[config.mk]
export PLATFORM = sky130hd
export DESIGN_NAME = pixel_fetch
export DESIGN_NICKNAME = d
export VERILOG_FILES = /design/src/rtl/pixel_fetch.sv
export SDC_FILE = /design/constraint.sdc
export NUM_CORES = 1
export LEC_CHECK = 0
export CAP_MARGIN = 20
export CORE_MARGIN = 2
export CORE_UTILIZATION = 50
export CTS_BUF_LIST = sky130_fd_sc_hd__clkbuf_4 sky130_fd_sc_hd__clkbuf_8 sky130_fd_sc_hd__clkbuf_16
export CTS_CLUSTER_SIZE = 14
export DETAILED_ROUTE_END_ITERATION = 16
export MAX_ROUTING_LAYER = met4
export PLACE_DENSITY = 0.82
export SYNTH_ARGS = -nofsm -noshare
export SYNTH_HDL_FRONTEND = slang
export SYNTH_SLANG_ARGS = --single-unit
export TNS_END_PERCENT = 100
[constraint.sdc]
create_clock -name clk -period 8.1 [get_ports clk]
set_input_delay 0.81 -clock clk [delete_from_list [all_inputs] [get_ports clk]]
set_output_delay 0.81 -clock clk [all_outputs]
set_load 0.03 [all_outputs]
[src/rtl/pixel_fetch.sv]
// pixel_fetch: converts the serpentine scan position into a linear SRAM
// address, performs one single-beat read per position, and streams the
// pixel with its coordinates. It also drives the scan generator's clear and
// advance pulses.
module pixel_fetch #(
  parameter int SIZE   = 4,
  parameter int ADDR_W = 16,
  parameter int DATA_W = 8
) (
  input  logic              clk,
  input  logic              n_rst,
  input  logic              start,
  input  logic [ADDR_W-1:0] base_addr,
  input  logic [SIZE-1:0]   max_x,
  input  logic [SIZE-1:0]   max_y,
  input  logic [SIZE-1:0]   curr_x,
  input  logic [SIZE-1:0]   curr_y,
  input  logic              end_pos,
  output logic              new_trans,
  output logic              update_pos,
  output logic              mem_ren,
  output logic [ADDR_W-1:0] mem_addr,
  input  logic [DATA_W-1:0] mem_rdata,
  input  logic              mem_rvalid,
  output logic              pix_valid,
  input  logic              pix_ready,
  output logic [DATA_W-1:0] pix_data,
  output logic [SIZE-1:0]   pix_x,
  output logic [SIZE-1:0]   pix_y,
  output logic              busy,
  output logic              done
);

  // Sum width wide enough for both the base and the full row*width product;
  // the result is then truncated to the address width.
  localparam int SUM_W = (ADDR_W > 2*SIZE) ? ADDR_W : 2*SIZE;

  typedef enum logic [2:0] {
    IDLE,
    CLEAR,
    REQ,
    WAIT,
    OUT,
    STEP,
    FINISH
  } state_t;

  state_t            state;
  logic [ADDR_W-1:0] base_q;
  logic [SIZE-1:0]   width_q;
  logic              last_q;
  logic [ADDR_W-1:0] addr_q;

  logic [2*SIZE-1:0] row_off;
  logic [SUM_W-1:0]  addr_sum;
  logic [ADDR_W-1:0] req_addr;

  // Linear address of the live scan position. The frame height is not
  // needed after start: it only gates the empty-frame check, and the scan
  // generator owns the row count through end_pos.
  always_comb begin
    row_off  = (2*SIZE)'(curr_y) * (2*SIZE)'(width_q);
    addr_sum = SUM_W'(base_q) + SUM_W'(row_off) + SUM_W'(curr_x);
    req_addr = addr_sum[ADDR_W-1:0];
  end

  // In REQ the scan generator's current coordinate drives the address
  // directly. Afterwards the latched copy holds, because the generator may
  // already have moved on or cleared.
  assign mem_addr   = (state == REQ) ? req_addr : addr_q;
  assign mem_ren    = (state == REQ);
  assign new_trans  = (state == CLEAR);
  assign update_pos = (state == STEP);
  assign pix_valid  = (state == OUT);
  assign done       = (state == FINISH);
  assign busy       = (state != IDLE);

  // Frame sequencing: clear the scanner, then per position read, wait,
  // present and advance until the position flagged as last is accepted.
  always_ff @(posedge clk or posedge n_rst) begin
    if (n_rst) begin
      state    <= IDLE;
      base_q   <= '0;
      width_q  <= '0;
      last_q   <= 1'b0;
      addr_q   <= '0;
      pix_data <= '0;
      pix_x    <= '0;
      pix_y    <= '0;
    end else begin
      case (state)
        IDLE: begin
          if (start) begin
            base_q  <= base_addr;
            width_q <= max_x;
            if ((max_x == '0) || (max_y == '0)) begin
              state <= FINISH;
            end else begin
              state <= CLEAR;
            end
          end
        end
        CLEAR: begin
          state <= REQ;
        end
        REQ: begin
          addr_q <= req_addr;
          pix_x  <= curr_x;
          pix_y  <= curr_y;
          last_q <= end_pos;
          state  <= WAIT;
        end
        WAIT: begin
          if (mem_rvalid) begin
            pix_data <= mem_rdata;
            state    <= OUT;
          end
        end
        OUT: begin
          if (pix_ready) begin
            if (last_q) begin
              state <= FINISH;
            end else begin
              state <= STEP;
            end
          end
        end
        STEP: begin
          state <= REQ;
        end
        FINISH: begin
          state <= IDLE;
        end
        default: begin
          state <= IDLE;
        end
      endcase
    end
  end

endmodule

After elaboration in Yosys (flattened, before gate mapping). Cells that the tools add are included.

Input bits: 46. Flip-flop bits (word level): 56. Word-level logic and storage cells: 36. Output and inout port bits: 38.

Reductions and logical operators: 9. Multipliers: 1. Eq/ne operators: 9. Add/sub/neg operators: 2. Muxes and demuxes: 7.

Operators with widths (count): adder 16 x 4 -> 16 bit (1); adder 16 x 8 -> 16 bit (1); two-way mux 16 bit (1); one-hot mux 3 bit (5 select lines) (1); two-way mux 3 bit (4); == test 3 bit (second input constant) (3); zero test 4 bit (2); multiplier 4 x 4 -> 8 bit (1); == test 3 x 2 -> 1 bit (second input constant) (2); inequality test 2 bit (second input constant) (2); AND reduction 2 bit (2); == test 3 x 1 -> 1 bit (second input constant) (1); zero test 3 bit (1); AND reduction 3 bit (1); nonzero test 3 bit (1); two-way mux 2 bit (1); inequality test 2 x 1 -> 1 bit (second input constant) (1); OR reduction 2 bit (1); logical OR 1 bit (1).

Depth between registers and ports, before layout. Gate-level depths: netlist of the first run.

Word-level depth: 5. Depth in mapped cells: 14. Gate-level depth less buffers: 14.

Worst setup path after synthesis of the first run. Ideal clock, no wire load.

Kind: input to output. Start point: input port curr_y[1]. End point: output port mem_addr[10]. Required time: 7290 ps. Path buffers: 0. Stages: 12. Data arrival time: 4446 ps. Slack: 2844 ps. Cell sequence: and2_1 -> fa_1 -> fa_1 -> inv_1 -> fa_1 -> inv_1 -> ha_1 -> a211o_1 -> a211oi_2 -> nor3b_1 -> xnor2_1 -> o21ai_0.

Cells in the longest elaborated chain, start to end: 4.

Ends and longest elaborated chain: start: declaration (RTL line 17) `input logic [SIZE-1:0] curr_y,`; multiplier 4 x 4 -> 8 bit (RTL line 62) `row_off = (2*SIZE)'(curr_y) * (2*SIZE)'(width_q);`; adder 16 x 8 -> 16 bit (RTL line 63) `addr_sum = SUM_W'(base_q) + SUM_W'(row_off) + SUM_W'(curr_x);`; adder 16 x 4 -> 16 bit (RTL line 63); two-way mux 16 bit; end: declaration (RTL line 22) `output logic [ADDR_W-1:0] mem_addr,`.

No other way between the ends.

Worst setup path in the final report of the first run.
Start point: input port curr_y[0]. End point: output port mem_addr[10].

The elaborated chain is that of the path after synthesis.

==> results of run 1 <==
-- synth_stat cells (3+ instances only) --
library cell / instances / area share, %
ha_1: 15 / 5.9
a21o_1: 3 / 0.70
inv_1: 28 / 3.3
o21ai_0: 21 / 3.3
xnor2_1: 5 / 1.4
a21oi_1: 6 / 0.94
nor2_1: 7 / 0.82
mux2_4: 10 / 4.7
dfrtp_1: 56 / 44
xor2_1: 7 / 1.9
nand2_1: 62 / 7.3
fa_1: 14 / 8.7
and2_1: 9 / 1.8
nand3_1: 3 / 0.47
mux2_2: 15 / 5.3
-- flip-flops by register name, indices dropped and copies added (netlist names) --
register and cells:
addr_q 16, base_q 16, pix_data 8, pix_x 4
pix_y 4, width_q 4, state 3, last_q 1
-- through the flow --
stage | cells | area [um2] | hold WS [ns] | utilization [%]
floorplan | 298 | 3206 | 0.4604 | -
finish | 458 | 4184 | 0.4794 | 66.65
CTS | 458 | 4184 | 0.4857 | 66.65
global route | 458 | 4184 | 0.5063 | 66.65
global placement | 450 | 4058 | 0.4501 | 64.64
detailed placement | 450 | 4058 | 0.4617 | 64.64
-- worst max-delay path by stage --
stage / from / cells past startpoint / end / slack, ns
2_1_floorplan: curr_y[1] / 12 / mem_addr[10] / 2.84
3_3_place_gp: curr_y[0] / 13 / mem_addr[14] / 2.00
3_5_place_dp: curr_y[0] / 13 / mem_addr[10] / 1.86
4_1_cts: curr_y[0] / 13 / mem_addr[10] / 1.85
5_1_grt: curr_y[0] / 13 / mem_addr[10] / 1.66
6_report: curr_y[0] / 13 / mem_addr[10] / 1.90
-- cells by family (layout without fill, tap and decap cells) --
group	Yosys count	after routing	synth area share [%]
flops	56	56	43.72
mux	25	25	9.953
buf+inv	38	121	5.971
simple gates	95	95	14.01
fa+ha+maj	29	29	14.60
compound gates	43	43	8.470
xor+xnor	12	12	3.279
-- critical path, stage by stage --
cell,delay (ns)
clkdlybuf4s50_1,0.54
nand2_1,0.11
fa_1,0.51
fa_1,0.51
fa_1,0.55
inv_1,0.07
fa_1,0.47
a211o_1,0.30
a211oi_2,0.31
nor3b_1,0.11
xnor2_1,0.14
o21ai_0,0.24
clkdlybuf4s50_1,0.72
-- layout make-up --
type                    instances  area, um2  area share (%)
multi-input cells             204       1613           38.55
flip-flops and latches         56       1401           33.49
repair buffers                 84      838.3           20.04
inverters                      29      108.9           2.602
clock buffers                   7      96.34           2.303
well taps                      77      96.34           2.303
clock inverters                 1      30.03          0.7177
-- layer usage --
| layer | track usage (%) | routed length (um) |
|---|---|---|
| met1 | 25.29 | 2916 |
| met2 | 32.18 | 3078 |
| met3 | 4.649 | 280 |
| met4 | 4.692 | 87 |
| met5 | - | 0 |
==> impl_metrics.py, run 1 <==
metrics = {
    "outcome": {
        "status": "finished, final reports clean",
    },
    "die": {
        "initial_core_util_pct": 51.07,
        "dieArea_um2": 7068,
        "die_y_um": 84.07,
        "fp.coreArea_um2": 6277,
        "io_pins": 84,
        "num_rows": 29,
        "die_x_um": 84.07,
    },
    "worst_setup_path": {
        "r2r-start": "width_q[3]$_DFFE_PP0P_",
        "rr_worst_depth": 11,
        "critPathMaxFanout": 5,
        "worst-setup-path-type": "in -> out",
        "r2r-end": "addr_q[10]$_DFF_PP0_",
        "r2r_setup_slack_ns": 4.27,
        "required_ns": 7.29,
        "start_kind": "input port",
        "cp-end-kind": "primary output",
        "arrival_ns": 5.39,
    },
    "clock_network": {
        "insertion_delay_ns": 0.31,
        "cts_tree": "done",
        "cts-root-buf": "clkbuf_8",
        "clkTransAtPathRegs_ns": 0.10,
        "htreeDepth": 2,
        "cts_resized": 0,
        "post-cts-setup-buffers": 0,
        "holdBufCountCts": 0,
        "cts_buffers": 5,
        "clk_path_buf_depth": 2,
        "clock_sinks": 56,
    },
    "timing": {
        "period_share_pct": 76.57,
        "hold_viol": 0,
        "period_minus_slack_ns": 6.202,
        "worst-slew-pin-transition_ns": 0.7035,
        "finalMaxSlewViolations": 0,
        "finalSetupViolations": 0,
        "fmax_mhz": 161.2,
        "setup_tns_ns": 0,
        "clock_skew_ns": 0.008286,
        "maxSlewHeadroom_pct": 53.10,
        "rsz0062_at_grt": "no",
        "setup_ws_ns": 1.898,
    },
    "grt": {
        "grt_max_degree": 57,
        "antenna_found_initial": 0,
        "grt_pass1_vias": 2475,
        "grt_usage_pct": 19.79,
        "grt_pass1_wl_um": 10970,
        "grt_overflow": 0,
    },
    "layout": {
        "final_cell_mix": "83 x clkdlybuf4s50_1, 62 x nand2_1, 56 x dfrtp_1, 27 x inv_1, 21 x o21ai_0",
        "nets": 455,
        "final_common_cell": "clkdlybuf4s50_1",
        "antenna_cells": 0,
        "fillCellCount": 484,
        "drive_gt1_share_pct": 11.55,
        "syn2layout_area_growth_pct": 30.52,
    },
    "flow_run": {
        "cap_violations": 0,
    },
    "yosys": {
        "ys_types": 45,
        "synth-main-ff-cell": "dfrtp_1",
        "avgSynthCellArea_um2": 10.76,
        "syn_area_um2": 3206,
        "ys_ff_latch": 56,
        "syn_inst": 298,
        "yosysWarningCount": 0,
        "synth_edf_count": 0,
        "synthArstFlopShare_pct": 100.0,
        "synth-seq-area-share_pct": 43.72,
        "synthesis.nets": 373,
    },
    "drt": {
        "drt_pass1_iterations": 4,
        "drtIter0Drc": 86,
        "drt-wirelength-per-cell_um": 13.89,
        "antenna_left": 0,
        "viasPerCell": 5.066,
        "route.detailed.drc": 0,
        "routed_wl_um": 6363,
        "vias": 2320,
    },
    "placement": {
        "portBuffers": 83,
        "place_congestion": 0.8857,
        "dp_hpwl_um": 4831,
        "dp_worst_setup_slack_ns": 1.860,
    },
    "hold_path": {
        "hold_depth": 2,
        "min_from": "addr_q[0]$_DFF_PP0_",
        "hold_end": "addr_q[0]$_DFF_PP0_",
        "hp-class": "reg -> reg",
    },
}
Power of run 1 is left out: the tool's default activity adds up to more than one toggle a clock period on the data nets, which glitch-free logic cannot reach.
==> run 2, diff against run 1 <==
--- a/config.mk
+++ b/config.mk
@@ -7,12 +7,12 @@
 export LEC_CHECK = 0
 export CAP_MARGIN = 20
 export CORE_MARGIN = 2
-export CORE_UTILIZATION = 50
+export CORE_UTILIZATION = 49
 export CTS_BUF_LIST = sky130_fd_sc_hd__clkbuf_4 sky130_fd_sc_hd__clkbuf_8 sky130_fd_sc_hd__clkbuf_16
 export CTS_CLUSTER_SIZE = 14
 export DETAILED_ROUTE_END_ITERATION = 16
 export MAX_ROUTING_LAYER = met4
-export PLACE_DENSITY = 0.82
+export PLACE_DENSITY = 0.8
 export SYNTH_ARGS = -nofsm -noshare
 export SYNTH_HDL_FRONTEND = slang
 export SYNTH_SLANG_ARGS = --single-unit
==> constraint.sdc (replaced) <==
create_clock -name clk -period 6 [get_ports clk]
set_input_delay 0.6 -clock clk [delete_from_list [all_inputs] [get_ports clk]]
set_output_delay 0.6 -clock clk [all_outputs]
set_load 0.03 [all_outputs]
==> impl_metrics.py, run 2 (synthesized netlist as in run 1, its figures left out) <==
metrics = {
    "placement": {
        "dp_hpwl_um": 5077,
        "place_inst": 450,
        "portBuffers": 83,
        "place_congestion": 0.8027,
    },
    "outcome": {
        "status": "finished, final reports clean",
    },
    "die": {
        "die_y_um": 84.88,
        "initial_core_util_pct": 50.48,
        "dieArea_um2": 7205,
        "fp.coreArea_um2": 6350,
        "num_rows": 29,
        "io_pins": 84,
        "die_x_um": 84.88,
    },
    "worst_setup_path": {
        "critPathMaxFanout": 5,
        "cp-end-kind": "primary output",
        "arrival_ns": 5.19,
        "start_kind": "input port",
        "worst-setup-path-type": "in -> out",
        "r2r_setup_slack_ns": 2.05,
        "required_ns": 5.40,
    },
    "timing": {
        "fmax_mhz": 172.7,
        "worst-slew-pin-transition_ns": 0.7237,
        "finalSetupViolations": 0,
        "clock_skew_ns": 0.01301,
        "hold_viol": 0,
        "finalMaxSlewViolations": 0,
        "period_minus_slack_ns": 5.790,
        "period_share_pct": 96.50,
        "setup_tns_ns": 0,
        "maxSlewHeadroom_pct": 51.75,
        "rsz0062_at_grt": "no",
    },
    "layout": {
        "finalNonFillerCells": 458,
        "drive_gt1_share_pct": 11.55,
        "fillCellCount": 494,
        "antenna_cells": 0,
        "nets": 455,
        "final_cell_mix": "81 x clkdlybuf4s50_1, 62 x nand2_1, 56 x dfrtp_1, 27 x inv_1, 21 x o21ai_0",
        "syn2layout_area_growth_pct": 30.21,
        "top_regs": "addr_q: 16 flops, base_q: 16 flops, pix_data: 8 flops",
        "final_common_cell": "clkdlybuf4s50_1",
    },
    "clock_network": {
        "clkTransAtPathRegs_ns": 0.10,
        "clock_sinks": 56,
        "cts_buffers": 5,
        "cts_tree": "done",
        "clk_path_buf_depth": 2,
        "cts-root-buf": "clkbuf_8",
        "holdBufCountCts": 0,
        "htreeDepth": 2,
        "insertion_delay_ns": 0.31,
    },
    "grt": {
        "antenna_found_initial": 0,
        "grt_pass1_wl_um": 11210,
        "grt_overflow": 0,
        "grt_pass1_vias": 2489,
        "grt_max_degree": 57,
        "grt_usage_pct": 20.07,
    },
    "drt": {
        "drt_pass1_iterations": 4,
        "viasPerCell": 5.192,
        "route.detailed.drc": 0,
        "drt-wirelength-per-cell_um": 14.59,
        "routed_wl_um": 6683,
        "vias": 2378,
        "antenna_left": 0,
        "drtIter0Drc": 159,
    },
    "flow_run": {
        "cap_violations": 0,
    },
    "hold_path": {
        "hp-class": "reg -> reg",
    },
}
-- run 2: cell count changes in the layout (fill, tap and decap cells not counted) --
cell / previous run / this run
clkinv_2: 0 / 1
dlymetal6s2s_1: 0 / 2
clkbuf_4: 0 / 1
clkbuf_8: 7 / 5
clkdlybuf4s50_1: 83 / 81
-- run 2: final cells by class --
type | count | area (um2) | share of cell area (%)
Tap cell | 77 | 96.34 | 2.308
Timing Repair Buffer | 84 | 843.3 | 20.20
Sequential cell | 56 | 1401 | 33.57
Clock buffer | 6 | 76.32 | 1.829
Inverter | 29 | 108.9 | 2.608
Multi-Input combinational cell | 204 | 1613 | 38.64
Clock inverter | 2 | 35.03 | 0.8393
-- run 2: path summary, 6_finish.rpt --
check	from	end	cells after the start
worst max-delay path	curr_y[2]	mem_addr[14]	16
worst min-delay path	pix_x[2]$_DFFE_PP0P_	pix_x[2]$_DFFE_PP0P_	2
worst max register to register	width_q[3]$_DFFE_PP0P_	addr_q[10]$_DFF_PP0_	12
worst min register to register	pix_x[2]$_DFFE_PP0P_	pix_x[2]$_DFFE_PP0P_	2
max in group asynchronous	n_rst	pix_data[2]$_DFFE_PP0P_	3
min in group asynchronous	n_rst	addr_q[15]$_DFF_PP0_	3
-- run 2: timing repair --
item / CTS / global route
buffers inserted: 0 / 0
endpoints found under the setup margin: 0 / 2
gates resized for setup: 0 / 2
-- run 2: per-stage QoR --
stage | utilization [%] | cell area, um2 | worst slack (ns) | hold slack [ns]
after floorplan | - | 3206 | 1.164 | 0.4604
after global placement | 63.90 | 4058 | 0.3183 | 0.4517
after detailed placement | 63.90 | 4058 | 0.1446 | 0.4645
after CTS | 65.66 | 4169 | 0.1468 | 0.4913
after global routing | 65.73 | 4174 | 0.01083 | 0.5265
final | 65.73 | 4174 | 0.2097 | 0.4864
-- run 2: worst max-delay path: stages --
cell and delay, ns:
clkdlybuf4s50_1 0.56, nand2_1 0.12, fa_1 0.51, inv_1 0.05, ha_1 0.27, inv_1 0.05
fa_1 0.53, inv_1 0.04, ha_1 0.24, fa_1 0.45, a211o_1 0.31, a211oi_2 0.32
nor3_1 0.10, xnor2_1 0.13, o21ai_0 0.20, clkdlybuf4s50_1 0.71
-- run 2: per-layer routing --
layer  track usage, %  vias to the layer above  part of all wire (%)
met4            5.051                        0                   1.0
met1            24.97                     1146                    44
li1                 -                     1144                     -
met2            33.79                       80                    50
met3            4.183                        8                   5.2
met5                -                        -                     0
Power of run 2 is left out for the same reason.
